[src/rtl/fetch_pkg.sv]
// Shared types and constants for the instruction-fetch sequencer.
package fetch_pkg;

  // Default widths of the word-addressed PC and of an instruction word.
  localparam int unsigned ADDR_W_DEF = 32;
  localparam int unsigned DATA_W_DEF = 32;

  // addi x0, x0, 0 -- what decode substitutes while no instruction is valid.
  localparam logic [31:0] NOP_INSTR = 32'h0000_0013;

  // Fetch sequencer states.
  typedef enum logic [2:0] {
    S_IDLE,
    S_REQ,
    S_WAIT,
    S_HOLD,
    S_ERR
  } fetch_state_e;

endpackage

[src/rtl/fetch_wait_timer.sv]
// Saturating memory-wait counter. tc_o flags that the increment happening
// this cycle brings the count to MAX_WAIT, i.e. the wait budget is used up.
module fetch_wait_timer
  import fetch_pkg::*;
#(
  parameter int unsigned MAX_WAIT = 16
) (
  input  logic clk,
  input  logic reset,
  input  logic clr_i,
  input  logic en_i,
  output logic tc_o
);

  localparam int unsigned CNT_W = $clog2(MAX_WAIT + 1);
  localparam logic [CNT_W-1:0] CNT_MAX  = CNT_W'(MAX_WAIT);
  localparam logic [CNT_W-1:0] CNT_LAST = CNT_W'(MAX_WAIT - 1);
  localparam logic [CNT_W-1:0] CNT_ONE  = CNT_W'(1);

  logic [CNT_W-1:0] count_q;
  logic [CNT_W-1:0] count_d;

  // Next count: clear wins, otherwise count up and stick at MAX_WAIT.
  always_comb begin
    // NOTE: default assignment first so no path leaves count_d unassigned (no latch).
    count_d = count_q;
    if (clr_i) begin
      count_d = '0;
    end else if (en_i && (count_q != CNT_MAX)) begin
      count_d = count_q + CNT_ONE;
    end
  end

  // Count register with synchronous reset.
  always_ff @(posedge clk) begin
    if (reset) begin
      count_q <= '0;
    end else begin
      count_q <= count_d;
    end
  end

  assign tc_o = (count_q >= CNT_LAST);

endmodule

[src/rtl/instr_fetch.sv]
// Instruction-fetch sequencer: reads imem at the current PC over req/ready,
// holds the word for decode over valid/ready and pulses pcnext once per
// completed read. A read that stalls past MAX_WAIT cycles locks into ERR.
module instr_fetch
  import fetch_pkg::*;
#(
  parameter int unsigned ADDR_W   = ADDR_W_DEF,
  parameter int unsigned DATA_W   = DATA_W_DEF,
  parameter int unsigned MAX_WAIT = 16
) (
  input  logic              clk,
  input  logic              reset,
  input  logic              fetch_en,
  input  logic [ADDR_W-1:0] pc_reg,
  output logic              pcnext,
  output logic              imem_req,
  output logic [ADDR_W-1:0] imem_addr,
  input  logic              imem_ready,
  input  logic [DATA_W-1:0] imem_rdata,
  output logic              instr_valid,
  input  logic              instr_ready,
  output logic [DATA_W-1:0] instr,
  output logic [ADDR_W-1:0] instr_pc,
  output logic              fetch_err
);

  fetch_state_e      state_q;
  logic              pcnext_q;
  logic              imem_req_q;
  logic              instr_valid_q;
  logic              fetch_err_q;
  logic [DATA_W-1:0] instr_q;
  logic [ADDR_W-1:0] instr_pc_q;

  logic timer_clr;
  logic timer_en;
  logic timer_tc;

  // The counter restarts on every REQ and advances on each stalled WAIT cycle.
  assign timer_clr = (state_q == S_REQ);
  assign timer_en  = (state_q == S_WAIT) && !imem_ready;

  fetch_wait_timer #(
    .MAX_WAIT (MAX_WAIT)
  ) u_wait_timer (
    .clk   (clk),
    .reset (reset),
    .clr_i (timer_clr),
    .en_i  (timer_en),
    .tc_o  (timer_tc)
  );

  // Fetch FSM with registered handshake outputs and instruction capture.
  always_ff @(posedge clk) begin
    if (reset) begin
      // NOTE: the captured word and PC are reset too, so nothing stale survives a reset.
      state_q       <= S_IDLE;
      pcnext_q      <= 1'b0;
      imem_req_q    <= 1'b0;
      instr_valid_q <= 1'b0;
      fetch_err_q   <= 1'b0;
      instr_q       <= '0;
      instr_pc_q    <= '0;
    end else begin
      // NOTE: non-blocking assignments throughout; every register updates from pre-edge values.
      pcnext_q <= 1'b0;
      case (state_q)
        S_IDLE: begin
          if (fetch_en) begin
            state_q    <= S_REQ;
            imem_req_q <= 1'b1;
          end
        end
        S_REQ, S_WAIT: begin
          if (imem_ready) begin
            // Data beats the timeout when both land in the same cycle.
            instr_q       <= imem_rdata;
            instr_pc_q    <= pc_reg;
            imem_req_q    <= 1'b0;
            instr_valid_q <= 1'b1;
            pcnext_q      <= 1'b1;
            state_q       <= S_HOLD;
          end else if ((state_q == S_WAIT) && timer_tc) begin
            imem_req_q  <= 1'b0;
            fetch_err_q <= 1'b1;
            state_q     <= S_ERR;
          end else begin
            state_q <= S_WAIT;
          end
        end
        S_HOLD: begin
          if (instr_ready) begin
            instr_valid_q <= 1'b0;
            if (fetch_en) begin
              imem_req_q <= 1'b1;
              state_q    <= S_REQ;
            end else begin
              state_q <= S_IDLE;
            end
          end
        end
        S_ERR: begin
          state_q <= S_ERR;
        end
        default: begin
          state_q <= S_IDLE;
        end
      endcase
    end
  end

  // pc_reg only moves after pcnext from HOLD, so it is stable during a read.
  assign imem_addr   = pc_reg;
  assign pcnext      = pcnext_q;
  assign imem_req    = imem_req_q;
  assign instr_valid = instr_valid_q;
  assign instr       = instr_q;
  assign instr_pc    = instr_pc_q;
  assign fetch_err   = fetch_err_q;

endmodule

[config.mk]
export PLATFORM = sky130hd
export DESIGN_NAME = instr_fetch
export DESIGN_NICKNAME = d
export VERILOG_FILES = /design/src/rtl/fetch_pkg.sv /design/src/rtl/fetch_wait_timer.sv /design/src/rtl/instr_fetch.sv
export SDC_FILE = /design/constraint.sdc
export NUM_CORES = 1
export LEC_CHECK = 0
export ABC_AREA = 1
export CAP_MARGIN = 40
export CORE_MARGIN = 5
export CORE_UTILIZATION = 40
export DETAILED_ROUTE_END_ITERATION = 6
export PLACE_DENSITY = 0.81
export SLEW_MARGIN = 40
export SYNTH_ARGS = -nofsm -noshare
export SYNTH_HDL_FRONTEND = slang
export SYNTH_HIERARCHICAL = 1
export SYNTH_SLANG_ARGS = --single-unit
export TNS_END_PERCENT = 30
[constraint.sdc]
create_clock -name clk -period 2.05 [get_ports clk]
set_clock_uncertainty 0.1 [all_clocks]
set_input_delay 0.5125 -clock clk [delete_from_list [all_inputs] [get_ports clk]]
set_output_delay 0.5125 -clock clk [all_outputs]
set_load 0.02 [all_outputs]
# --- Word-level counts from Yosys, hierarchy flattened ---
# Index checks and enable logic that the tools add are counted.
totals:
  output_inout_bits: 100
  reg_bits: 76
  wordCells: 51
  in_bits: 69
op_classes:
  order_cmp: 1
  bitwise_logic: 2
  mux: 15
  addsub: 1
  eq_ne: 9
  reduce_logical: 15
op_table:
  columns: ["op", "n"]
  rows:
  - ["3-bit 2-to-1 mux", 4]
  - ["3-bit case mux with 4 select lines", 1]
  - ["3-bit AND reduction", 3]
  - ["1-bit 2-to-1 mux", 8]
  - ["3-bit by 2-bit == test with 1-bit output, second input constant", 2]
  - ["2-bit != test, second input constant", 3]
  - ["2-bit OR reduction", 3]
  - ["5-bit by 1-bit adder with 5-bit output, second input constant", 1]
  - ["5-bit by 4-bit >= comparator with 1-bit output, second input constant", 1]
  - ["5-bit != test, second input constant", 1]
  - ["2-bit AND reduction", 2]
  - ["3-bit by 1-bit == test with 1-bit output, second input constant", 1]
  - ["3-bit == test, second input constant", 1]
  - ["1-bit logical AND", 3]
  - ["3-bit zero test", 1]
  - ["3-bit != test, second input constant", 1]
  - ["1-bit case mux with 3 select lines", 1]
  - ["3-bit nonzero test", 1]
  - ["1-bit inverter", 2]
  - ["1-bit case mux with 2 select lines", 1]
  - ["2-bit nonzero test", 1]
  - ["1-bit zero test", 1]

# --- Depth between registers and ports, before layout ---
# Gate-level depths: netlist (run 1).
logic_depth:
  ltp_word: 5
  depth_mapped: 11

# --- By module ---
# The synthesis (run 1) kept the hierarchy.
modules_own_cells:
  columns: ["module", "seq_area_each_um2", "instances", "cells_each", "area_per_inst_um2"]
  rows:
  - ["instr_fetch", 1421.4, 1, 374, 2950.3]
  - ["fetch_wait_timer", 100.1, 1, 47, 331.6]

# --- Worst setup path after synthesis (run 1) ---
# No wires, ideal clock.
synth_timing:
  kind: "flip-flop to flip-flop"
  from: "register u_wait_timer.count_q[0]"
  to: "register imem_req_q, in the netlist imem_req"
  arrival_ps: 1299
  path_slack_ps: 536
  stages_incl_launch_ff: 11
  required_ps: 1835
  setup_time_ps: 115
  synth_period_minus_slack_ps: 1514
  cell_sequence: "dfxtp_1 > ha_1 > nand2_1 > nor2_1 > ha_1 > nor2_1 > o21ai_0 > nand3_1 > nand3_1 > a21oi_1 > nor2_1"
synth_between:
  elab_chain_cells: 4
synth_lines:
  columns: ["element", "line_no", "rtl"]
  rows:
  - ["start: declaration", "fetch_wait_timer.sv:20", "logic [CNT_W-1:0] count_q;"]
  - ["start signal: assignment", "fetch_wait_timer.sv:39", "count_q <= count_d;"]
  - ["5-bit by 4-bit >= comparator with 1-bit output", "fetch_wait_timer.sv:43", "assign tc_o = (count_q >= CNT_LAST);"]
  - ["named net timer_tc", "instr_fetch.sv:37", "logic timer_tc;"]
  - ["1-bit logical AND", "instr_fetch.sv:83", "end else if ((state_q == S_WAIT) && timer_tc) begin"]
  - ["3-bit != test (no line)", null, null]
  - ["3-bit AND reduction (no line)", null, null]
  - ["end signal: assignment", "instr_fetch.sv:79", "imem_req_q <= 1'b0;"]
  - ["end signal: assignment", "instr_fetch.sv:84", "imem_req_q <= 1'b0;"]
  - ["end signal: assignment", "instr_fetch.sv:95", "imem_req_q <= 1'b1;"]
  - ["end: declaration", "instr_fetch.sv:29", "logic imem_req_q;"]
# The timed path passes the listed nets, and every way through them passes these cells.
# A chain may end at the register's enable or synchronous reset.

# --- Worst setup path after layout (run 1) ---
layout_timing:
  from: "input pc_reg[26]"
  to: "output imem_addr[26]"
layout_lines:
  columns: ["element", "line_no", "rtl"]
  rows:
  - ["start: declaration", "instr_fetch.sv:14", "input logic [ADDR_W-1:0] pc_reg,"]
  - ["end: declaration", "instr_fetch.sv:17", "output logic [ADDR_W-1:0] imem_addr,"]
# No word-level cell between the ends.

==> results_dict.tcl, run 1 <==
set metrics [dict create \
    synth.distinct_cells 23 \
    hold_class "reg2reg" \
    slowest_delay_ns 0.50 \
    max-cap-violations 0 \
    final_cell_mix "134 x clkdlybuf4s50_1, 89 x nand2_1, 76 x dfxtp_1, 75 x nand3_1, 70 x a21oi_1" \
    track_usage_pct 18.22 \
    rrSetupSlack_ns 0.34 \
    htreeDepth 3 \
    clk_path_buf_depth 2 \
    drt-initial-drc-count 109 \
    cts_tree "yes" \
    yosys.area_share.simple_pct 25.47 \
    crit_buf_inv 2 \
    path_cells "clkdlybuf4s50_1 -> dlygate4sd2_1" \
    die_h_um 100.6 \
    via_per_inst 4.955 \
    core_region_area_mm2 0.008093 \
    start_util_pct 40.55 \
    post_cts_buffers 0 \
    synth_compound_area_share_pct 11.74 \
    root_buffer "clkbuf_8" \
    synthesis.nets 493 \
    cts_sinks 76 \
    io-pin-count 169 \
    finish.instance_area_mm2 0.005004 \
    end_kind "output port" \
    cp.required_ns 1.44 \
    cp.arrival_ns 1.37 \
    syn-cell-area_mm2 0.003282 \
    grt_pass1_vias 3199 \
    antenna_found_initial 0 \
    ir_worst_vdd_uv 524.3 \
    critPathKind "in2out" \
    n_fill_cell 727 \
    die_area_mm2 0.01012 \
    period_needed_ns 1.984 \
    cts_buffers 9 \
    overflow 0 \
    synthAdderAreaFrac_pct 1.144 \
    synth_warnings 6 \
    grt_pass1_wl_um 15030 \
    final_max_slew_viol_count 0 \
    syn_avg_cell_area_um2 7.795 \
    place_ws_ns -0.2128 \
    wl_um 9493 \
    layout-drive-gt1-share_pct 9.315 \
    netlist_instances 421 \
    power-per-cell-area_mw_per_mm2 827.7 \
    fin_tns_setup_ns 0 \
    clk_latency_ns 0.33 \
    fmax_ghz 0.5041 \
    utilization_pct 61.83 \
    p_leak_nw 1.918 \
    synth_seq_area_share_pct 46.36 \
    area_growth_pct 52.46 \
    fin_crit_sh_pct 96.76 \
    die_x_um 100.6 \
    multi_input_area_mm2 0.001259 \
    final-setup-viol-count 0 \
    fp-row-count 33 \
    fin_nets 637 \
    synth.mux.area_fraction_pct 0 \
    drc 0 \
    synth_top_family_by_area "simple AND/OR/NAND/NOR gates" \
    dp_hpwl_um 7241 \
    port_buffers 168 \
    crit_path_start_kind "primary input" \
    ant_nets 0 \
    placed_area_mm2 0.004853 \
    synth-seq-cells 76 \
    final_common_cell "clkdlybuf4s50_1" \
    crit_family "buffers and inverters" \
    tightestPinTransition_ns 0.3669 \
    grt_max_degree 35 \
    crit_fanout 2 \
    rsz0062_at_grt "no" \
    regArea_mm2 0.001521 \
    n_antenna_cell 0 \
    outcome "complete, no violations" \
    synth_xor_area_share_pct 0 \
    path_clk_slew_ns 0.07 \
    worst_slack_ns 0.06644 \
    critPathSlowestCell "clkdlybuf4s50_1" \
    power_mw 4.141 \
    vias 3340 \
    finalHoldViolCount 0 \
    gp_congestion 0.8022 \
    slew_headroom_pct 75.54 \
    wire_per_inst_um 14.08 \
    first_pass_iters 4 \
]
-- kinds of logic (layout without fill, tap and decap cells) --
logic type	Yosys count	in the layout
adders and majority gates	3	3
and+or+nand+nor	187	187
AOI/OAI and AO/OA	75	75
DFF	76	76
buffers and inverters	80	228
-- power breakdown --
part	internal (mW)	switching, mW	total [mW]
sequential	1.63	0.0861	1.72
clock	0.582	0.505	1.09
combinational	0.586	0.752	1.34
-- timing repair --
action / 4_1_cts / 5_1_grt
setup endpoints to repair: 32 / 0
hold buffers: 0 / 0
gates resized for setup: 32 / 0
-- worst reg2reg max path, delay by kind of cell, from the launching register on --
kind | cells | cell delay (ns)
AOI/OAI and AO/OA | 2 | 0.29
and+or+nand+nor | 6 | 0.47
DFF | 1 | 0.35
adders and majority gates | 2 | 0.40
-- cell type report --
type                    instances  area share, %
clock buffers                  10          2.751
clock inverters                 5          1.050
inverters                      18          1.350
multi-input cells             265          25.16
flip-flops and latches         76          30.41
well taps                     105          2.626
repair buffers                195          36.66
-- state kept, by name, summed over array words and instances, names as in the netlist --
| register | cells |
|---|---|
| instr | 32 |
| instr_pc | 32 |
| pcnext | 1 |
| fetch_err | 1 |
| instr_valid | 1 |
| u_wait_timer/count_q | 5 |
| state_q | 3 |
| imem_req | 1 |
-- routing by layer --
| metal | global-route usage (%) | wire length [um] | up-vias |
|---|---|---|---|
| li1 | - | - | 1637 |
| met1 | 20.21 | 3726 | 1567 |
| met2 | 32.91 | 4870 | 126 |
| met3 | 5.467 | 787 | 10 |
| met4 | 6.114 | 109 | 0 |
| met5 | 0 | 0 | - |
-- worst paths after layout --
kind	from	cells past startpoint	to
min reg2reg	fetch_err	2	fetch_err
min	fetch_err	2	fetch_err
max reg2reg	u_wait_timer/count_q[0]	10	imem_req
max	pc_reg[26]	2	imem_addr[26]
-- synth_stat cells --
cell      number  share of area (%)
clkinv_1       1               0.11
ha_1           3                1.1
nand2_2        3               0.57
a21oi_2        1               0.27
o21ai_0        1               0.15
o21a_1         2               0.46
buf_2          8                1.2
inv_1         17                1.9
dfxtp_1       76                 46
or2_2          2               0.38
nor2_2         1               0.19
clkbuf_1      11                1.3
nand3_1       75                 11
nor2_1        14                1.6
nor2_8         1               0.61
nand2_1       89                 10
buf_1          1               0.11
a21oi_1       70                 11
buf_6          9                3.1
buf_4         33                7.5
a31oi_1        1               0.19
nand4_1        1               0.19
nand3_2        1               0.31
-- per-stage QoR --
step	std cells	hold WS [ns]
after floorplan	421	0.3705
after global placement	659	0.3424
after detailed placement	659	0.3485
after CTS	674	0.3580
after global routing	674	0.3706
final	674	0.3556
No activity file was read; power rests on OpenSTA's default activity.
==> inputs of run 2 (changes only) <==
- CORE_MARGIN: 5 -> 2
==> run 2 against run 1 <==
Combinational power hardly changed. Critical path type unchanged. Critical path depth unchanged. Largest power group unchanged. Wire length is 2.8% lower. Power grew 7.8%. Non-clock buffer count grew 1. Sequential power is essentially flat. Largest cell class unchanged.
==> results_dict.tcl, run 2 (synthesized netlist as in run 1, its figures left out) <==
set metrics [dict create \
    outcome "complete, no violations" \
    gp_congestion 0.8264 \
    use_met3_pct 5.188 \
    crit_fanout 2 \
    wl_um 9231 \
    antenna_found_initial 0 \
    grt_pass1_wl_um 14380 \
    critPathKind "in2out" \
    fp-row-count 33 \
    finalHoldViolCount 0 \
    vias 3329 \
    cp.arrival_ns 1.35 \
    final-setup-viol-count 0 \
    htreeDepth 3 \
    hold_class "reg2reg" \
    crit_family "buffers and inverters" \
    area_growth_pct 55.62 \
    p_leak_nw 1.963 \
    core_region_area_mm2 0.008093 \
    layout-drive-gt1-share_pct 9.632 \
    track_usage_pct 20.02 \
    utilization_pct 63.11 \
    fin_crit_sh_pct 95.95 \
    slowest_delay_ns 0.50 \
    fmax_ghz 0.5084 \
    worst_slack_ns 0.08304 \
    period_needed_ns 1.967 \
    cts_buffers 9 \
    die_x_um 94.58 \
    post_cts_resized 32 \
    drc 0 \
    cp.required_ns 1.44 \
    ctsHoldBuffers 0 \
    power-per-cell-area_mw_per_mm2 873.8 \
    grtUsageMet1_pct 21.38 \
    grt_util_met2_pct 37.68 \
    power_mw 4.463 \
    slew_headroom_pct 63.24 \
    cts_sinks 76 \
    dp_hpwl_um 6704 \
    path_cells "clkdlybuf4s50_1 -> dlygate4sd2_1" \
    clk_latency_ns 0.33 \
    rsz0062_at_grt "no" \
    port_buffers 168 \
    first_pass_iters 4 \
    die_h_um 94.58 \
    cts_tree "yes" \
    clk_path_buf_depth 2 \
    max-cap-violations 0 \
    final_cell_mix "134 x clkdlybuf4s50_1, 89 x nand2_1, 76 x dfxtp_1, 75 x nand3_1, 70 x a21oi_1" \
    wire_per_inst_um 13.66 \
    grt_max_degree 36 \
    final_max_slew_viol_count 0 \
    post_cts_buffers 0 \
    start_util_pct 40.55 \
    io-pin-count 169 \
    n_antenna_cell 0 \
    ir_worst_vdd_uv 493.8 \
    drt-initial-drc-count 121 \
    grt_pass1_vias 3226 \
    fin_nets 638 \
    die_area_mm2 0.008945 \
    ant_nets 0 \
    place_ws_ns -0.1996 \
    crit_buf_inv 2 \
    critPathSlowestCell "clkdlybuf4s50_1" \
    root_buffer "clkbuf_8" \
    path_clk_slew_ns 0.07 \
    tightestPinTransition_ns 0.5514 \
    busiest_layer "met2" \
    end_kind "output port" \
    final_common_cell "clkdlybuf4s50_1" \
    overflow 0 \
    crit_path_start_kind "primary input" \
    via_per_inst 4.925 \
]
[run 2: cell count changes in the layout (fill, tap and decap cells not counted), sizes merged]
cell    change
bufinv      +2
buf         +1
clkinv      -1
[run 2: layout make-up]
class                           count  area [um2]
Clock inverter                      6       111.4
Inverter                           18       67.56
Multi-Input combinational cell    265        1259
Fill cell                         701        2985
Tap cell                          105       131.4
Clock buffer                       10       137.6
Timing Repair Buffer              196        1879
Sequential cell                    76        1521
[run 2: worst paths after layout]
check,slack (ns),endpoint,depth (start not counted),from
setup / recovery,0.08,imem_addr[25],2,pc_reg[25]
hold / removal,0.36,instr[14],2,instr[14]
setup reg to reg,0.27,imem_req,10,u_wait_timer/count_q[0]
hold reg to reg,0.36,instr[14],2,instr[14]
[run 2: metal layers]
layer / vias to the layer above / share of wire, %
met2: 116 / 51
li1: 1644 / -
met1: 1554 / 39
met5: - / 0
met4: 0 / 1.8
met3: 15 / 7.8
[run 2: power by group]
| group | switching (mW) | internal (mW) | total [mW] | leakage [nW] |
|---|---|---|---|---|
| Sequential | 0.0854 | 1.63 | 1.72 | 0.619 |
| Clock | 0.550 | 0.842 | 1.39 | 0.122 |
| Combinational | 0.754 | 0.602 | 1.36 | 1.22 |
[run 2: worst min-delay path, cell delays in order, from the launching register on]
cell and delay, ns:
dfxtp_1 0.31, nand2_1 0.06, a21oi_1 0.05
[run 2: per-stage QoR]
stage               area (um2)  instances  hold slack [ns]  setup TNS (ns)
CTS                       5107        676           0.3612               0
global route              5107        676           0.3819               0
detailed placement        4898        660           0.3479          -5.504
global placement          4898        660           0.3393          -5.354
finish                    5107        676           0.3591               0
floorplan                 3282        421           0.3705               0
==> inputs of run 3 (changes only) <==
- CORE_ASPECT_RATIO: unset -> 0.75
==> run 3 against run 2 <==
Power fell by 3.1%. Sequential share of layout area rose by 0.10 points. Worst setup slack got worse by 0.021 ns. Non-clock buffer count rose by 2. Count of clock-buffer cells in the layout did not move. Sequential power barely moved. Flip-flop and latch count did not move. Utilization rose by 1.2 points. Via count fell by 1.2%. Combinational power barely moved. Die area barely moved.
==> results_dict.tcl, run 3 (synthesized netlist as in run 1, its figures left out) <==
set metrics [dict create \
    ir_worst_vdd_uv 522.8 \
    antenna_found_initial 0 \
    cp.arrival_ns 1.38 \
    crit_fanout 2 \
    slew_headroom_pct 76.73 \
    cp.required_ns 1.44 \
    crit_path_start_kind "primary input" \
    wire_per_inst_um 13.42 \
    rr_startpoint "u_wait_timer/count_q[0]" \
    area_growth_pct 55.09 \
    crit_buf_inv 2 \
    utilization_pct 64.29 \
    ant_nets 0 \
    first_pass_iters 4 \
    track_usage_pct 19.89 \
    via_per_inst 4.851 \
    finalHoldViolCount 0 \
    fin_nets 640 \
    vias 3289 \
    drc 0 \
    whs_ns 0.3602 \
    grt_max_degree 54 \
    tightestPinTransition_ns 0.3478 \
    r2r-end "imem_req" \
    cts_sinks 76 \
    root_buffer "clkbuf_8" \
    max-cap-violations 0 \
    path_clk_slew_ns 0.08 \
    min_to "instr_pc[8]" \
    die_area_mm2 0.008953 \
    fmax_ghz 0.5030 \
    period_needed_ns 1.988 \
    outcome "complete, no violations" \
    rrSetupSlack_ns 0.31 \
    final-setup-viol-count 0 \
    final_common_cell "clkdlybuf4s50_1" \
    die_x_um 108.6 \
    clk_path_buf_depth 2 \
    final_cell_mix "134 x clkdlybuf4s50_1, 89 x nand2_1, 76 x dfxtp_1, 75 x nand3_1, 70 x a21oi_1" \
    fp-row-count 28 \
    htreeDepth 3 \
    end_kind "output port" \
    gp_congestion 0.8751 \
    overflow 0 \
    critPathKind "in2out" \
    n_fill_cell 678 \
    hold_class "reg2reg" \
    start_util_pct 41.45 \
    final_max_slew_viol_count 0 \
    grt_pass1_wl_um 13990 \
    port_buffers 168 \
    power_mw 4.323 \
    core_region_area_mm2 0.007918 \
    post_cts_resized 32 \
    die_h_um 82.45 \
    critPathSlowestCell "clkdlybuf4s50_1" \
    post_cts_buffers 0 \
    wl_um 9100 \
    ctsHoldBuffers 0 \
    whs_path_depth 2 \
    cts_tree "yes" \
    io-pin-count 169 \
    p_leak_nw 1.951 \
    power-per-cell-area_mw_per_mm2 849.3 \
    rsz0062_at_grt "no" \
    crit_family "buffers and inverters" \
    n_antenna_cell 0 \
    worstHoldStart "instr_pc[8]" \
    fin_crit_sh_pct 96.97 \
    path_cells "clkdlybuf4s50_1 -> dlygate4sd2_1" \
    cts_buffers 9 \
    grt_pass1_vias 3087 \
    clk_latency_ns 0.34 \
    dp_hpwl_um 6528 \
    slowest_delay_ns 0.50 \
    r2r_cells 11 \
    drt-initial-drc-count 209 \
    layout-drive-gt1-share_pct 9.773 \
]
## run 3: cell count changes in the layout (fill, tap and decap cells not counted)
cell,change
buf_4,+2
bufinv_16,-1
clkbuf_1,+1
clkbuf_8,-1
clkinvlp_4,+1
## run 3: worst max path at each step
stage | cells past startpoint | from | to
after detailed placement | 2 | pc_reg[6] | imem_addr[6]
final | 2 | pc_reg[6] | imem_addr[6]
after CTS | 2 | pc_reg[6] | imem_addr[6]
after global routing | 1 | imem_req | imem_req
after global placement | 2 | pc_reg[14] | imem_addr[14]
after floorplan | 10 | u_wait_timer/count_q[0] | imem_req
## run 3: where the power goes
group	switching [mW]	internal, mW	total (mW)
registers	0.0828	1.63	1.71
clock network	0.546	0.686	1.23
logic	0.757	0.622	1.38
## run 3: final cells by class
class	instances	area [um2]	area share, %
Timing Repair Buffer	198	1894	37.22
Sequential cell	76	1521	29.89
Multi-Input combinational cell	265	1259	24.73
Tap cell	105	131.4	2.581
Clock buffer	10	127.6	2.507
Clock inverter	6	88.84	1.745
Inverter	18	67.56	1.327
## run 3: metal layers
layer	up-vias	track usage (%)	share of wire [%]
met1	1494	21.06	40
met3	7	7.771	11
met4	0	7.179	1.1
met5	-	0	0
li1	1643	-	-
met2	145	36.31	48
## run 3: metrics by stage
step,cell area (um2),std cells,setup WS [ns],setup TNS [ns]
6_report,5090,678,0.06206,0
5_1_grt,5090,678,0.04611,0
4_1_cts,5090,678,0.06790,0
3_5_place_dp,4913,662,-0.2025,-5.420
3_3_place_gp,4913,662,-0.1955,-5.314
2_1_floorplan,3282,421,0.5364,0
